==> src/rtl/mem_port_arbiter_pkg.sv <==
// Shared types for the memory-port arbiter: request owner and arbiter state.
package mem_port_arbiter_pkg;

    typedef enum logic {
        OWN_IF,
        OWN_LSU
    } mem_owner_e;

    typedef enum logic [1:0] {
        ARB_IDLE,
        ARB_ADDR,
        ARB_DATA
    } arb_state_e;

endpackage

==> src/rtl/arb_starve_counter.sv <==
// Starvation guard for the memory-port arbiter: counts LSU wins while IF waits and
// forces the next arbitration to IF once the count reaches STARVE_MAX.
module arb_starve_counter #(
    parameter int unsigned STARVE_MAX = 4
) (
    input  logic clk,
    input  logic rst,
    input  logic arb_fire_i,  // an arbitration produced a winner this cycle
    input  logic lsu_win_i,   // winner was the LSU
    input  logic if_req_i,
    output logic force_if_o
);

    localparam int unsigned CntW = $clog2(STARVE_MAX + 1);
    localparam logic [CntW-1:0] CntMax = CntW'(STARVE_MAX);

    logic [CntW-1:0] cnt_q, cnt_d;

    // Saturating count of LSU wins taken while IF was waiting; any IF win clears it.
    always_comb begin
        cnt_d = cnt_q;
        if (arb_fire_i) begin
            if (!lsu_win_i) begin
                cnt_d = '0;
            end else if (if_req_i && (cnt_q != CntMax)) begin
                cnt_d = cnt_q + 1'b1;
            end
        end
    end

    // Counter register with synchronous reset.
    always_ff @(posedge clk) begin
        if (rst) begin
            cnt_q <= '0;
        end else begin
            cnt_q <= cnt_d;
        end
    end

    // Override LSU priority once IF has waited through STARVE_MAX LSU wins.
    always_comb begin
        force_if_o = if_req_i && (cnt_q == CntMax);
    end

endmodule

==> src/rtl/mem_port_arbiter.sv <==
// Arbiter sharing one req/gnt/rvalid memory port between instruction fetch and the LSU.
// One outstanding transaction; owner is locked from issue until its response returns.
// Optional starvation guard for IF is enabled by defining MEM_ARB_STARVE_GUARD_EN.
module mem_port_arbiter
    import mem_port_arbiter_pkg::*;
#(
    parameter int unsigned MEM_ADDR_W = 32,
    parameter int unsigned MEM_DATA_W = 32,
    parameter int unsigned STARVE_MAX = 4
) (
    input  logic                    clk,
    input  logic                    rst,
    input  logic                    if_req_i,
    input  logic [MEM_ADDR_W-1:0]   if_addr_i,
    output logic                    if_gnt_o,
    output logic                    if_rvalid_o,
    output logic                    if_blocked_o,
    input  logic                    lsu_req_i,
    input  logic                    lsu_we_i,
    input  logic [MEM_DATA_W/8-1:0] lsu_be_i,
    input  logic [MEM_ADDR_W-1:0]   lsu_addr_i,
    input  logic [MEM_DATA_W-1:0]   lsu_wdata_i,
    output logic                    lsu_gnt_o,
    output logic                    lsu_rvalid_o,
    output logic [MEM_DATA_W-1:0]   rdata_o,
    output logic                    mem_req_o,
    output logic                    mem_we_o,
    output logic [MEM_DATA_W/8-1:0] mem_be_o,
    output logic [MEM_ADDR_W-1:0]   mem_addr_o,
    output logic [MEM_DATA_W-1:0]   mem_wdata_o,
    input  logic                    mem_gnt_i,
    input  logic                    mem_rvalid_i,
    input  logic [MEM_DATA_W-1:0]   mem_rdata_i
);

    arb_state_e state_q, state_d;
    mem_owner_e owner_q, owner_d;
    mem_owner_e sel;
    logic       arb_en;
    logic       issue;
    logic       force_if;

`ifdef MEM_ARB_STARVE_GUARD_EN
    arb_starve_counter #(
        .STARVE_MAX (STARVE_MAX)
    ) u_starve (
        .clk        (clk),
        .rst        (rst),
        .arb_fire_i (issue && !rst),
        .lsu_win_i  (sel == OWN_LSU),
        .if_req_i   (if_req_i),
        .force_if_o (force_if)
    );
`else
    logic unused_starve_max;
    assign unused_starve_max = ^STARVE_MAX;
    assign force_if = 1'b0;
`endif

    // Arbitration point and selected owner: fresh pick when arbitrating, else locked owner.
    always_comb begin
        arb_en = (state_q == ARB_IDLE) || ((state_q == ARB_DATA) && mem_rvalid_i);
        issue  = arb_en && (if_req_i || lsu_req_i);
        sel    = owner_q;
        if (arb_en) begin
            sel = (lsu_req_i && !force_if) ? OWN_LSU : OWN_IF;
        end
    end

    // Next-state logic; a new issue (from IDLE or back-to-back in DATA) overrides the rest.
    always_comb begin
        state_d = state_q;
        owner_d = owner_q;
        unique case (state_q)
            ARB_ADDR: if (mem_gnt_i)    state_d = ARB_DATA;
            ARB_DATA: if (mem_rvalid_i) state_d = ARB_IDLE;
            default:                    state_d = ARB_IDLE;
        endcase
        if (issue) begin
            owner_d = sel;
            state_d = mem_gnt_i ? ARB_DATA : ARB_ADDR;
        end
    end

    // State and owner registers with synchronous reset.
    always_ff @(posedge clk) begin
        if (rst) begin
            state_q <= ARB_IDLE;
            owner_q <= OWN_IF;
        end else begin
            state_q <= state_d;
            owner_q <= owner_d;
        end
    end

    // Bus command from the selected owner plus handshakes back to the requesters.
    always_comb begin
        mem_req_o = !rst && ((state_q == ARB_ADDR) || issue);
        if (sel == OWN_LSU) begin
            mem_we_o    = lsu_we_i;
            mem_be_o    = lsu_be_i;
            mem_addr_o  = lsu_addr_i;
            mem_wdata_o = lsu_wdata_i;
        end else begin
            mem_we_o    = 1'b0;
            mem_be_o    = '1;
            mem_addr_o  = if_addr_i;
            mem_wdata_o = '0;
        end
        if_gnt_o     = mem_req_o && mem_gnt_i && (sel == OWN_IF);
        lsu_gnt_o    = mem_req_o && mem_gnt_i && (sel == OWN_LSU);
        if_rvalid_o  = !rst && mem_rvalid_i && (state_q == ARB_DATA) && (owner_q == OWN_IF);
        lsu_rvalid_o = !rst && mem_rvalid_i && (state_q == ARB_DATA) && (owner_q == OWN_LSU);
        if_blocked_o = if_req_i && !if_gnt_o;
        rdata_o      = mem_rdata_i;
    end

endmodule
==> config.mk <==
export PLATFORM = sky130hd
export DESIGN_NAME = mem_port_arbiter
export DESIGN_NICKNAME = d
export VERILOG_FILES = /design/src/rtl/mem_port_arbiter_pkg.sv /design/src/rtl/arb_starve_counter.sv /design/src/rtl/mem_port_arbiter.sv
export SDC_FILE = /design/constraint.sdc
export NUM_CORES = 1
export LEC_CHECK = 0
export BUFFER_PORTS_ARGS = -buffer_cell sky130_fd_sc_hd__buf_2
export CAP_MARGIN = 20
export CELL_PAD_IN_SITES_DETAIL_PLACEMENT = 0
export CELL_PAD_IN_SITES_GLOBAL_PLACEMENT = 1
export CORE_MARGIN = 3
export CORE_UTILIZATION = 15
export CTS_CLUSTER_SIZE = 25
export DETAILED_ROUTE_END_ITERATION = 8
export PLACE_DENSITY_LB_ADDON = 0.3
export SETUP_SLACK_MARGIN = 0.15
export SKIP_CTS_REPAIR_TIMING = 1
export SLEW_MARGIN = 15
export SYNTH_ARGS = -nofsm -noshare
export SYNTH_HDL_FRONTEND = slang
export SYNTH_SLANG_ARGS = --single-unit
==> constraint.sdc <==
create_clock -name clk -period 4.35 [get_ports clk]
set_input_delay 0.435 -clock clk [delete_from_list [all_inputs] [get_ports clk]]
set_output_delay 0.435 -clock clk [all_outputs]
set_load 0.05 [all_outputs]
==> results of run 1 <==
[cells in the final DEF, fill, tap and decap left out, types with 2 or more instances in the layout]
cell type	instances
buf_2	181
and2_1	33
mux2_4	29
nor2_1	5
mux2_2	4
nand2b_1	4
nand2_1	3
clkbuf_8	3
dfxtp_1	3
inv_1	2
[registers in the layout, indices dropped and copies added (netlist names)]
register  count
state_q       2
owner_q       1
[per-stage QoR]
step | instances | power [W] | setup slack, ns | hold WS (ns)
final | 379 | 0.000552 | 1.74 | 0.391
after global routing | 379 | 0.000581 | 1.64 | 0.406
after CTS | 379 | 0.000560 | 1.71 | 0.386
after detailed placement | 375 | 0.000477 | 1.72 | 0.541
after global placement | 375 | 0.000477 | 1.74 | 0.543
after floorplan | 133 | 0.000455 | 0.987 | 0.495
[layer usage]
metal	up-vias	routed length, um	global-route usage
li1	694	-	-
met1	614	1280	0.0698
met2	98	2460	0.175
met3	10	579	0.0166
met4	0	41	0.0296
met5	-	0	0
[critical path, cell delays in order]
cell	delay (ns)
buf_2	0.10
inv_1	0.06
a21oi_4	0.22
mux2i_4	0.24
buf_4	0.48
mux2_2	0.39
buf_2	0.21
[how the worst min path moves through the flow]
stage / to / slack, ns / start / cells past startpoint
2_1_floorplan: state_q[1] / 0.49 / state_q[1] / 2
3_3_place_gp: state_q[1] / 0.54 / state_q[1] / 2
3_5_place_dp: state_q[1] / 0.54 / state_q[1] / 2
4_1_cts: state_q[0] / 0.39 / mem_gnt_i / 2
5_1_grt: state_q[0] / 0.41 / mem_gnt_i / 2
6_report: state_q[0] / 0.39 / mem_gnt_i / 2
[power by group]
| part | total, W | internal [W] | switching [W] | leakage [nW] |
|---|---|---|---|---|
| combinational | 0.000439 | 0.000144 | 0.000296 | 1.16 |
| sequential | 0.0000330 | 0.0000299 | 0.00000301 | 0.0249 |
| clock | 0.0000793 | 0.0000624 | 0.0000169 | 0.0228 |
| total | 0.000552 | 0.000236 | 0.000316 | 1.21 |
[cell families after synthesis]
kind of cell,Yosys count,share of synthesized area
multiplexers,34,0.420
buffers and inverters,41,0.252
AO/OA/AOI/OAI,6,0.0407
AND/OR/NAND/NOR,49,0.238
flip-flops,3,0.0501
[cell type report]
| cell class | instances | area (um^2) | share of cell area |
|---|---|---|---|
| repair buffers | 182 | 913 | 0.460 |
| multi-input cells | 89 | 837 | 0.421 |
| well taps | 99 | 124 | 0.0623 |
| flip-flops and latches | 3 | 60.1 | 0.0302 |
| clock buffers | 4 | 45.0 | 0.0227 |
| inverters | 2 | 7.51 | 0.00378 |
==> flow_metrics.tcl, run 1 <==
set metrics [dict create \
    synth-edff-count 0 \
    drv_slew 0 \
    arrival_ns 2.18 \
    rsz0062_at_grt "no" \
    yosysSeqAreaShare 0.0501 \
    gp_congestion 0.725 \
    antennaDiodeCount 0 \
    grt_max_degree 40 \
    tightest_slew_ns 0.562 \
    critPathCapture "mem_addr_o[29]" \
    final_area_mm2 0.00199 \
    nFillCells 832 \
    hold_path.class "primary input to flop" \
    maxCapViolCount 0 \
    setup.worst_path.class "primary input to output pin" \
    htreeDepth 1 \
    avgSynthCellArea_um2 9.01 \
    end_kind "output pin" \
    placed_area_mm2 0.00194 \
    yosysTopAreaCellShare 0.363 \
    startpoint_type "primary input" \
    area_growth_pct 65.8 \
    post_drt_via_cell_ratio 3.74 \
    path_clk_slew_ns 0.03 \
    setup_viol 0 \
    track_usage 0.0808 \
    core_area_mm2 0.00749 \
    synthFlopType "dfxtp_1" \
    overflow 0 \
    dieArea_mm2 0.00910 \
    clkLatencyLatePin_ns 0.21 \
    clock_sinks 3 \
    period_share 0.600 \
    io_pins 246 \
    p_per_area_mw_per_mm2 278 \
    drtAntennaViolNets 0 \
    synthArstFlopShare 0 \
    die_width_um 95.4 \
    num_rows 31 \
    via_count 1416 \
    synth_seq_cells 3 \
    syn_nets 272 \
    cts_inserted_buffers 3 \
    relSlewSlack 0.626 \
    cts_tree "yes" \
    yosysUniqueCellTypes 23 \
    fin_nets 420 \
    cp_data_required_time_ns 3.91 \
    r2r-end "state_q[1]" \
    status "completed" \
    cts_max_path_buffers 2 \
    ir_drop_uv 144 \
    synth_cells 133 \
    final-hold-violation-count 0 \
    finalSetupTns_ns 0 \
    yosys-top-cells-count "and2_1, buf_4, mux2_4" \
    dp_hpwl_um 3870 \
    grt_pass1_vias 1364 \
    worstRegToRegCells 4 \
    fmax_ghz 0.383 \
    grt_pass1_wl_um 5940 \
    r2r-start "state_q[0]" \
    antenna_found_initial 0 \
    dr.pass1.iters 3 \
    leakagePower_nw 1.21 \
    post-route-min-period_ns 2.61 \
    crit_start "mem_rvalid_i" \
    cts-root-buf "clkbuf_8" \
    r2r_slack_ns 3.06 \
    remaining_drc_errors 0 \
    drive_above_1_share 0.786 \
    finalClockSkew_ns 0.000481 \
    crit_fanout 33 \
    wire_per_inst_um 11.5 \
    fin_util 0.265 \
    drtIter0Drc 6 \
    initial_core_util 0.160 \
    port_buffers 181 \
    fp.dieH_um 95.4 \
    yosysWarnings 0 \
    synth_area_leaders "mux2_4, buf_4, and2_1, dfxtp_1, mux2_2" \
    yosysTopAreaCell "mux2_4" \
    drt_wl_total_um 4360 \
    netlist_area_mm2 0.00120 \
]
Power figures use the tool's default switching activity.
==> run 2, diff against run 1 <==
Settings changed: CORE_UTILIZATION 15 to 14.
Clock period 4.35 ns to 2.7 ns, I/O delays scaled along.
==> run 2 against run 1 <==
Power rose by 62%. Via count stayed put. Non-clock buffer count unchanged. Critical path type is now flop to output pin. Critical endpoint unchanged.
==> flow_metrics.tcl, run 2 (synthesized netlist as in run 1, its figures left out) <==
set metrics [dict create \
    clkLatencyLatePin_ns 0.21 \
    arrival_ns 1.92 \
    end_kind "output pin" \
    setup_viol 0 \
    crit_buf_inv 2 \
    layout_commonest_cell "buf_2" \
    fin_nets 420 \
    finalClockSkew_ns 0.000804 \
    via_count 1416 \
    multiInputGateArea_um2 842 \
    r2r-start "state_q[0]" \
    netSwitchingFraction 0.570 \
    crit_family "multiplexers" \
    crit_start "state_q[1]" \
    port_buffers 181 \
    reg.largest.list "state_q x2, owner_q x1" \
    num_rows 33 \
    cp_cell_sequence "a21oi_4, mux2i_4, buf_12, mux2_2, buf_2" \
    cts_inserted_buffers 3 \
    drt_wl_total_um 4460 \
    final-seq-area_um2 60.1 \
    dp_hpwl_um 4010 \
    period_share 0.810 \
    hold_path.class "primary input to flop" \
    rsz0062_at_grt "no" \
    p_switching_w 0.000510 \
    crit_path_top_delay_cell "mux2_2" \
    antennaDiodeCount 0 \
    r2r-end "state_q[1]" \
    p_comb_frac 0.795 \
    wl_met2_um 2110 \
    crit_fanout 33 \
    maxCapViolCount 0 \
    largest_register_ffs 2 \
    final.setup.worst_slack_ns 0.513 \
    area_growth_pct 67.8 \
    die_width_um 98.5 \
    r2r_slack_ns 1.50 \
    wl_met1_um 1680 \
    wire_per_inst_um 11.6 \
    post-route-min-period_ns 2.19 \
    worstRegToRegCells 4 \
    wl_met3_um 635 \
    clkPwrFrac 0.145 \
    topRoutingLayerUsed "met4" \
    grt_pass1_wl_um 6540 \
    leakagePower_nw 1.21 \
    cpPeakStageDelay_ns 0.37 \
    cts-root-buf "clkbuf_8" \
    fmax_ghz 0.457 \
    cp_data_required_time_ns 2.43 \
    track_usage 0.0804 \
    dieArea_mm2 0.00971 \
    post_drt_via_cell_ratio 3.68 \
    nFillCells 962 \
    setup.worst_path.class "flop to output pin" \
    fp.dieH_um 98.5 \
    layout_common_cells "buf_2, and2_1, mux2_4" \
    initial_core_util 0.145 \
    p_seq_frac 0.059 \
    relSlewSlack 0.654 \
    pre_cts_ws_ns 0.626 \
    clock_sinks 3 \
    htreeDepth 1 \
    p_per_area_mw_per_mm2 445 \
    grt_max_degree 40 \
    cts_max_path_buffers 2 \
    final-hold-violation-count 0 \
    core_area_mm2 0.00826 \
    ir_drop_uv 227 \
    drv_slew 0 \
    status "completed" \
    critPathCapture "mem_addr_o[29]" \
    internal_power_w 0.000385 \
    dr.pass1.iters 4 \
    path_clk_slew_ns 0.03 \
    tightest_slew_ns 0.518 \
    remaining_drc_errors 0 \
    drtIter0Drc 18 \
    overflow 0 \
    gp_congestion 0.648 \
    cts_tree "yes" \
    cp_num_cells 5 \
    largest-register "state_q" \
    finalSetupTns_ns 0 \
    io_pins 246 \
    grt_pass1_vias 1311 \
    drtAntennaViolNets 0 \
    drive_above_1_share 0.789 \
    startpoint_type "flop" \
    antenna_found_initial 0 \
]
==> run 2: worst reg2reg max path, stage by stage (launching register included) <==
cell and delay [ns]:
dfxtp_1 0.34, or2b_1 0.24, a211oi_2 0.27, nand2_1 0.16, o21ai_0 0.11
==> run 2: worst min path at each step <==
stage	start	to	slack [ns]	depth (start not counted)
final	mem_gnt_i	state_q[0]	0.23	2
after global routing	mem_gnt_i	state_q[0]	0.23	2
after CTS	mem_gnt_i	state_q[0]	0.23	2
after detailed placement	mem_gnt_i	state_q[0]	0.45	2
after global placement	mem_gnt_i	state_q[0]	0.45	2
after floorplan	rst	owner_q	0.34	1
==> run 2: per-stage QoR <==
stage	utilization	hold slack [ns]	instances	power, W	instance area (um^2)
finish	0.244	0.232	385	0.000895	2010
CTS	0.244	0.226	385	0.000907	2010
global placement	0.238	0.446	381	0.000772	1970
detailed placement	0.238	0.453	381	0.000772	1970
global route	0.244	0.229	385	0.000941	2010
floorplan	-	0.339	133	0.000733	1200
==> run 2: metal layers <==
metal  up-vias  GRT usage
met4         0     0.0179
li1        696          -
met2       122      0.139
met1       590     0.0980
met5         -          0
met3         8     0.0241
==> run 2: power groups by stage <==
stage               registers [W]  clock network, W  logic [W]
floorplan               0.0000532                 0   0.000680
global placement        0.0000541                 0   0.000718
detailed placement      0.0000539                 0   0.000718
CTS                     0.0000533          0.000135   0.000719
global route            0.0000536          0.000139   0.000748
finish                  0.0000532          0.000130   0.000712
==> run 2: cell type report <==
cell class | count | area share
Clock buffer | 4 | 0.0224
Sequential cell | 3 | 0.0299
Multi-Input combinational cell | 89 | 0.419
Inverter | 2 | 0.00373
Timing Repair Buffer | 182 | 0.460
Tap cell | 105 | 0.0653
